### config.mk
export PLATFORM = sky130hd
export DESIGN_NAME = icache
export DESIGN_NICKNAME = d
export VERILOG_FILES = /design/src/rtl/icache_pkg.sv /design/src/rtl/icache_array.sv /design/src/rtl/icache.sv
export SDC_FILE = /design/constraint.sdc
export NUM_CORES = 2
export LEC_CHECK = 0
export BUFFER_PORTS_ARGS = -buffer_cell sky130_fd_sc_hd__buf_2
export CAP_MARGIN = 40
export CORE_MARGIN = 8
export CORE_UTILIZATION = 46
export CTS_CLUSTER_DIAMETER = 40
export DETAILED_ROUTE_END_ITERATION = 8
export SETUP_SLACK_MARGIN = 0.5
export SYNTH_ARGS = -nofsm -noshare
export SYNTH_HDL_FRONTEND = slang
export SYNTH_SLANG_ARGS = --single-unit
export TNS_END_PERCENT = 30
### constraint.sdc
create_clock -name clk -period 5.95 [get_ports clk]
set_input_delay 1.19 -clock clk [delete_from_list [all_inputs] [get_ports clk]]
set_output_delay 1.19 -clock clk [all_outputs]
set_load 0.05 [all_outputs]
### src/rtl/icache_pkg.sv
// Shared types and sizing for the direct-mapped instruction cache.
// A line holds two 32-bit words; the tag field is sized for the widest
// tag any legal configuration needs (AW up to 32, LINES at least 2).
package icache_pkg;

    typedef enum logic [1:0] {
        RUN  = 2'd0,
        REQ  = 2'd1,
        WAIT = 2'd2,
        FILL = 2'd3
    } state_t;

    // Sizing of the default configuration (LINES=16, AW=32).
    localparam int DEF_LINES = 16;
    localparam int DEF_AW    = 32;
    localparam int IDX_W     = $clog2(DEF_LINES);
    localparam int TAG_W     = DEF_AW - 3 - IDX_W;

    // Widest possible tag: AW=32 with only two lines.
    localparam int MAX_TAG_W = 28;

    typedef struct packed {
        logic                 valid;
        logic [MAX_TAG_W-1:0] tag;
        logic [31:0]          w0;
        logic [31:0]          w1;
    } line_t;

    // Index width for a given line count.
    function automatic int idx_width(input int lines);
        return $clog2(lines);
    endfunction

    // Tag width for a given address width and line count.
    function automatic int tag_width(input int aw, input int lines);
        return aw - 3 - $clog2(lines);
    endfunction

endpackage

### src/rtl/icache_array.sv
// Flop-based line storage: asynchronous read, one write port, and a
// bulk clear of the valid bits. Tags and data carry no reset.
module icache_array
    import icache_pkg::*;
#(
    parameter int LINES = 16,
    parameter int IW    = idx_width(LINES)
) (
    input  logic          clk,
    input  logic          reset,
    input  logic          clear,
    input  logic [IW-1:0] rd_idx,
    output line_t         rd_line,
    input  logic          we,
    input  logic [IW-1:0] wr_idx,
    input  line_t         wr_line
);

    logic [LINES-1:0]     valid;
    logic [MAX_TAG_W-1:0] tags [LINES];
    logic [31:0]          w0s  [LINES];
    logic [31:0]          w1s  [LINES];

    // Valid bits: a clear wins over a same-cycle write so a flush landing on the fill cycle leaves the line invalid.
    always_ff @(posedge clk or negedge reset) begin
        if (!reset) begin
            valid <= '0;
        end else if (clear) begin
            valid <= '0;
        end else if (we) begin
            valid[wr_idx] <= wr_line.valid;
        end
    end

    // Tag and data storage, written only on the fill cycle.
    always_ff @(posedge clk) begin
        if (we) begin
            tags[wr_idx] <= wr_line.tag;
            w0s[wr_idx]  <= wr_line.w0;
            w1s[wr_idx]  <= wr_line.w1;
        end
    end

    // Asynchronous read of the indexed line.
    always_comb begin
        rd_line       = '0;
        rd_line.valid = valid[rd_idx];
        rd_line.tag   = tags[rd_idx];
        rd_line.w0    = w0s[rd_idx];
        rd_line.w1    = w1s[rd_idx];
    end

endmodule

### src/rtl/icache.sv
// Direct-mapped instruction cache. Hits are served combinationally; a miss
// stalls fetch while two word requests refill the 64-bit line over the
// memory instrreq/abort handshake. Also counts misses (saturating).
module icache
    import icache_pkg::*;
#(
    parameter int LINES = 16,
    parameter int AW    = 32
) (
    input  logic          clk,
    input  logic          reset,
    input  logic [AW-1:0] pc,
    input  logic          fetch_en,
    input  logic          flush,
    output logic [31:0]   instr,
    output logic          hit,
    output logic          stall,
    output logic [31:0]   mem_instradr,
    output logic          mem_instrreq,
    input  logic          mem_abort,
    input  logic [31:0]   mem_instr,
    output logic [31:0]   miss_cnt
);

    localparam int IW = idx_width(LINES);
    localparam int TW = tag_width(AW, LINES);

    state_t        state;
    logic [AW-4:0] fill_line;
    logic          word_sel;
    logic          flush_pending;
    logic [31:0]   wbuf0;
    logic [31:0]   wbuf1;
    logic [31:0]   instr_last;

    logic [IW-1:0] pc_idx;
    logic [TW-1:0] pc_tag;
    logic [1:0]    pc_unused;
    line_t         rd_line;
    line_t         wr_line;
    logic          tag_match;
    logic          miss;
    logic [31:0]   rd_word;
    logic [AW-1:0] adr_full;

    assign pc_idx    = pc[3 +: IW];
    assign pc_tag    = pc[AW-1 -: TW];
    assign pc_unused = pc[1:0];

    icache_array #(
        .LINES (LINES),
        .IW    (IW)
    ) u_array (
        .clk     (clk),
        .reset   (reset),
        .clear   (flush),
        .rd_idx  (pc_idx),
        .rd_line (rd_line),
        .we      (state == FILL),
        .wr_idx  (fill_line[IW-1:0]),
        .wr_line (wr_line)
    );

    // Lookup: hits only count in RUN; outside a hit instr shows the last word read.
    always_comb begin
        tag_match = rd_line.valid && (rd_line.tag == MAX_TAG_W'(pc_tag));
        hit       = (state == RUN) && fetch_en && tag_match;
        stall     = fetch_en && !hit;
        miss      = (state == RUN) && fetch_en && !tag_match && !flush;
        rd_word   = pc[2] ? rd_line.w1 : rd_line.w0;
        instr     = hit ? rd_word : instr_last;
    end

    // Memory request and the line being assembled for the fill write.
    always_comb begin
        adr_full      = {fill_line, word_sel, 2'b00};
        mem_instradr  = 32'(adr_full);
        mem_instrreq  = (state == REQ);
        wr_line       = '0;
        wr_line.valid = !flush_pending;
        wr_line.tag   = MAX_TAG_W'(fill_line[AW-4 -: TW]);
        wr_line.w0    = wbuf0;
        wr_line.w1    = wbuf1;
    end

    // Refill sequencer, latched line address and saturating miss counter.
    always_ff @(posedge clk or negedge reset) begin
        if (!reset) begin
            state         <= RUN;
            fill_line     <= '0;
            word_sel      <= 1'b0;
            flush_pending <= 1'b0;
            miss_cnt      <= '0;
        end else begin
            case (state)
                RUN: begin
                    if (miss) begin
                        fill_line <= pc[AW-1:3];
                        word_sel  <= 1'b0;
                        if (miss_cnt != '1) begin
                            miss_cnt <= miss_cnt + 32'd1;
                        end
                        state <= REQ;
                    end
                end
                REQ: begin
                    if (flush) begin
                        flush_pending <= 1'b1;
                    end
                    state <= WAIT;
                end
                WAIT: begin
                    if (flush) begin
                        flush_pending <= 1'b1;
                    end
                    if (!mem_abort) begin
                        if (!word_sel) begin
                            word_sel <= 1'b1;
                            state    <= REQ;
                        end else begin
                            state <= FILL;
                        end
                    end
                end
                FILL: begin
                    flush_pending <= 1'b0;
                    state         <= RUN;
                end
                default: state <= RUN;
            endcase
        end
    end

    // Word buffers capture returned data the first cycle memory drops abort.
    always_ff @(posedge clk) begin
        if ((state == WAIT) && !mem_abort) begin
            if (word_sel) begin
                wbuf1 <= mem_instr;
            end else begin
                wbuf0 <= mem_instr;
            end
        end
    end

    // Remember the last word served so instr holds steady while not hitting.
    always_ff @(posedge clk or negedge reset) begin
        if (!reset) begin
            instr_last <= '0;
        end else if (hit) begin
            instr_last <= rd_word;
        end
    end

endmodule
==> results_dict.tcl <==
set metrics [dict create \
    outcome "complete, no violations" \
    maxCapViolations 0 \
    hp-class "primary input to asynchronous set/reset pin" \
    die_h_um 383 \
    die_w_um 383 \
    p_leak_uw 0.0246 \
    cts-root-buf "clkbuf_16" \
    postSynthCellCount 2802 \
    slew_headroom_pct 23.3 \
    critPathLaunchType "primary input" \
    firstDrtPassIters 7 \
    placed_cell_area_um2 65500 \
    htreeDepth 4 \
    die-area_um2 146000 \
    power.density_nw_per_um2 392 \
    tns_ns 0 \
    vdd_drop_max_mv 0.297 \
    io_pins 168 \
    grt_overflow_total 0 \
    insertion_delay_ns 0.80 \
    avgSynthCellArea_um2 22.1 \
    drc 0 \
    place_ws_ns -0.164 \
    path_clk_slew_ns 0.06 \
    placed_cells 4695 \
    r2r-start "u_array.tags[7][11]$_DFFE_PP_" \
    cts_tree "done" \
    wl_per_cell_um 28.7 \
    yosys_warnings 0 \
    final_util_pct 54.6 \
    tightest_slew_ns 1.15 \
    drt_iter0_markers 2786 \
    gp_congestion 0.773 \
    fin_cells 5080 \
    cts_buffers 193 \
    fin_skew_ns 0.0333 \
    netlist_top_cells_count "edfxtp_1 (1488), mux4_2 (391), nand2_1 (126), dfrtp_1 (113), mux2i_1 (84)" \
    grt_max_degree 163 \
    crit_arrival_ns 4.61 \
    final_layout_size_suffix_gt1_share_pct 33.9 \
    portBuffers 163 \
    synth.most_common_cell "edfxtp_1" \
    wl_mm 146 \
    synth_seq_cells 1601 \
    drv_slew 0 \
    grt_pass1_wl_mm 212 \
    setup_viol 0 \
    clkSinkCount 1601 \
    rsz0062_at_grt "true" \
    period_minus_slack_ns 5.80 \
    synth_edf_count 1488 \
    max_freq_ghz 0.172 \
    grt_pass1_vias 31000 \
    nNetsFinal 3214 \
    hold_viol_final 0 \
    vias_per_cell 5.78 \
    synth_cell_types 62 \
    finish.instance_area_um2 72900 \
    ys.flop_type "edfxtp_1" \
    cp.required_ns 4.76 \
    yosysTopAreaCellShare_pct 72.3 \
    coreArea_um2 133000 \
    yosysTopAreaCell "edfxtp_1" \
    crit_start "pc[4]" \
    fin_crit_sh_pct 97.5 \
    via_count 29400 \
    async_flop_share_pct 7.06 \
    worstRegToRegCells 11 \
    cp-end-kind "output port" \
    clockBufferDepth 3 \
    cp_max_fo 6 \
    synthesis.area_um2 61800 \
    grt_use_total_pct 19.7 \
    rows 134 \
    syn_to_final_growth_pct 17.9 \
    synth_area_leaders "edfxtp_1 (72%), mux4_2 (14%), dfrtp_1 (4.6%)" \
    antenna_found_initial 12 \
    detail-route-antenna-nets 0 \
    critPathKind "primary input to output port" \
    initial_utilization_pct 46.3 \
    ys_seq_area_share_pct 76.8 \
    setup_slack_ns 0.152 \
    dp_hpwl_mm 78.4 \
]
## timing repair
action | in CTS | in global routing
pin swaps | 6 | 8
cloned | 4 | 3
resized for setup | 53 | 42
hold buffers | 0 | 0
endpoints found under the setup margin | 34 | 34
setup buffers | 9 | 1
## final timing paths
kind / end / slack [ns]
min: fill_line[21]$_DFFE_PN0P_ / 0.25
min in group clk: miss_cnt[30]$_DFFE_PN0P_ / 0.49
max reg2reg: fill_line[8]$_DFFE_PN0P_ / 2.06
max in group asynchronous: instr_last[6]$_DFF_PN0_ / 4.48
min reg2reg: miss_cnt[30]$_DFFE_PN0P_ / 0.49
max: instr[10] / 0.15
## where the power goes
part	switching, µW	internal, µW	total, µW
sequential	653	13400	14000
combinational	1600	814	2420
clock	4670	7500	12200
total	6920	21700	28600
## cells in the final DEF (no fill, tap or decap), types with 16 or more instances in the layout
cell type,netlist,routed
clkinv_1,0,19
nand2_1,126,126
buf_6,13,25
a21oi_1,24,24
clkinvlp_4,0,21
buf_12,0,25
buf_4,45,100
buf_16,0,17
bufinv_16,0,29
clkbuf_1,49,27
clkbuf_16,0,202
buf_2,45,127
nor2_1,53,45
mux2i_1,84,84
xnor2_1,35,33
mux2_2,43,43
nand3_1,22,22
mux4_2,391,391
clkinv_2,0,25
a22oi_1,23,23
mux2_4,29,29
nor3_1,18,18
edfxtp_1,1488,1488
and3_1,17,17
dfrtp_1,113,113
xor2_1,16,16
inv_6,0,16
## worst max-delay path: stages
cell       delay, ns
bufbuf_16       0.24
mux4_2          0.50
a22o_1          0.29
a221oi_4        0.26
xor2_1          0.21
nand4_1         0.17
or4_4           0.54
nor3_4          0.18
nand3_4         0.10
buf_12          0.19
clkbuf_16       0.21
mux2_4          0.32
buf_6           0.15
## metal layers
metal / GRT usage (%) / vias to the layer above / wire, µm
li1: - / 12300 / -
met2: 32.3 / 1029 / 71900
met3: 3.60 / 236 / 9410
met5: 0 / - / 23
met1: 27.3 / 15800 / 61400
met4: 5.46 / 4 / 3260
## stage by stage
stage	hold slack, ns	power (µW)
final	0.250	28600
after global routing	0.231	29500
after CTS	0.207	28900
after detailed placement	0.473	16700
after global placement	0.471	16500
after floorplan	0.475	15700
## logic make-up (layout without fill, tap and decap cells)
logic type | Yosys count | in the layout | share of synthesized area, %
flops | 1601 | 1601 | 76.8
mux | 547 | 547 | 17.1
simple gates | 303 | 303 | 2.33
buf+inv | 185 | 688 | 1.64
compound gates | 108 | 108 | 1.25
xor+xnor | 51 | 51 | 0.722
fa+ha+maj | 6 | 6 | 0.121
other cells | 1 | 8 | 0.00606
## registers in the layout, summed over array words and instances (netlist names)
register and count:
flush_pending 1, u_array.tags 400, instr_last 32, wbuf0 32, u_array.w0s 512, u_array.valid 16, state 2, word_sel 1
u_array.w1s 512, fill_line 29, miss_cnt 32, wbuf1 32
## area by class of cell
type / count / area, µm²
Inverter: 24 / 120
Clock buffer: 231 / 5150
Tap cell: 1768 / 2210
Fill cell: 10000 / 60600
Antenna cell: 6 / 15.0
Timing Repair Buffer: 302 / 2820
Sequential cell: 1601 / 47500
Clock inverter: 131 / 1640
Multi-Input combinational cell: 1017 / 13400
(Power assumes the default switching activity.)
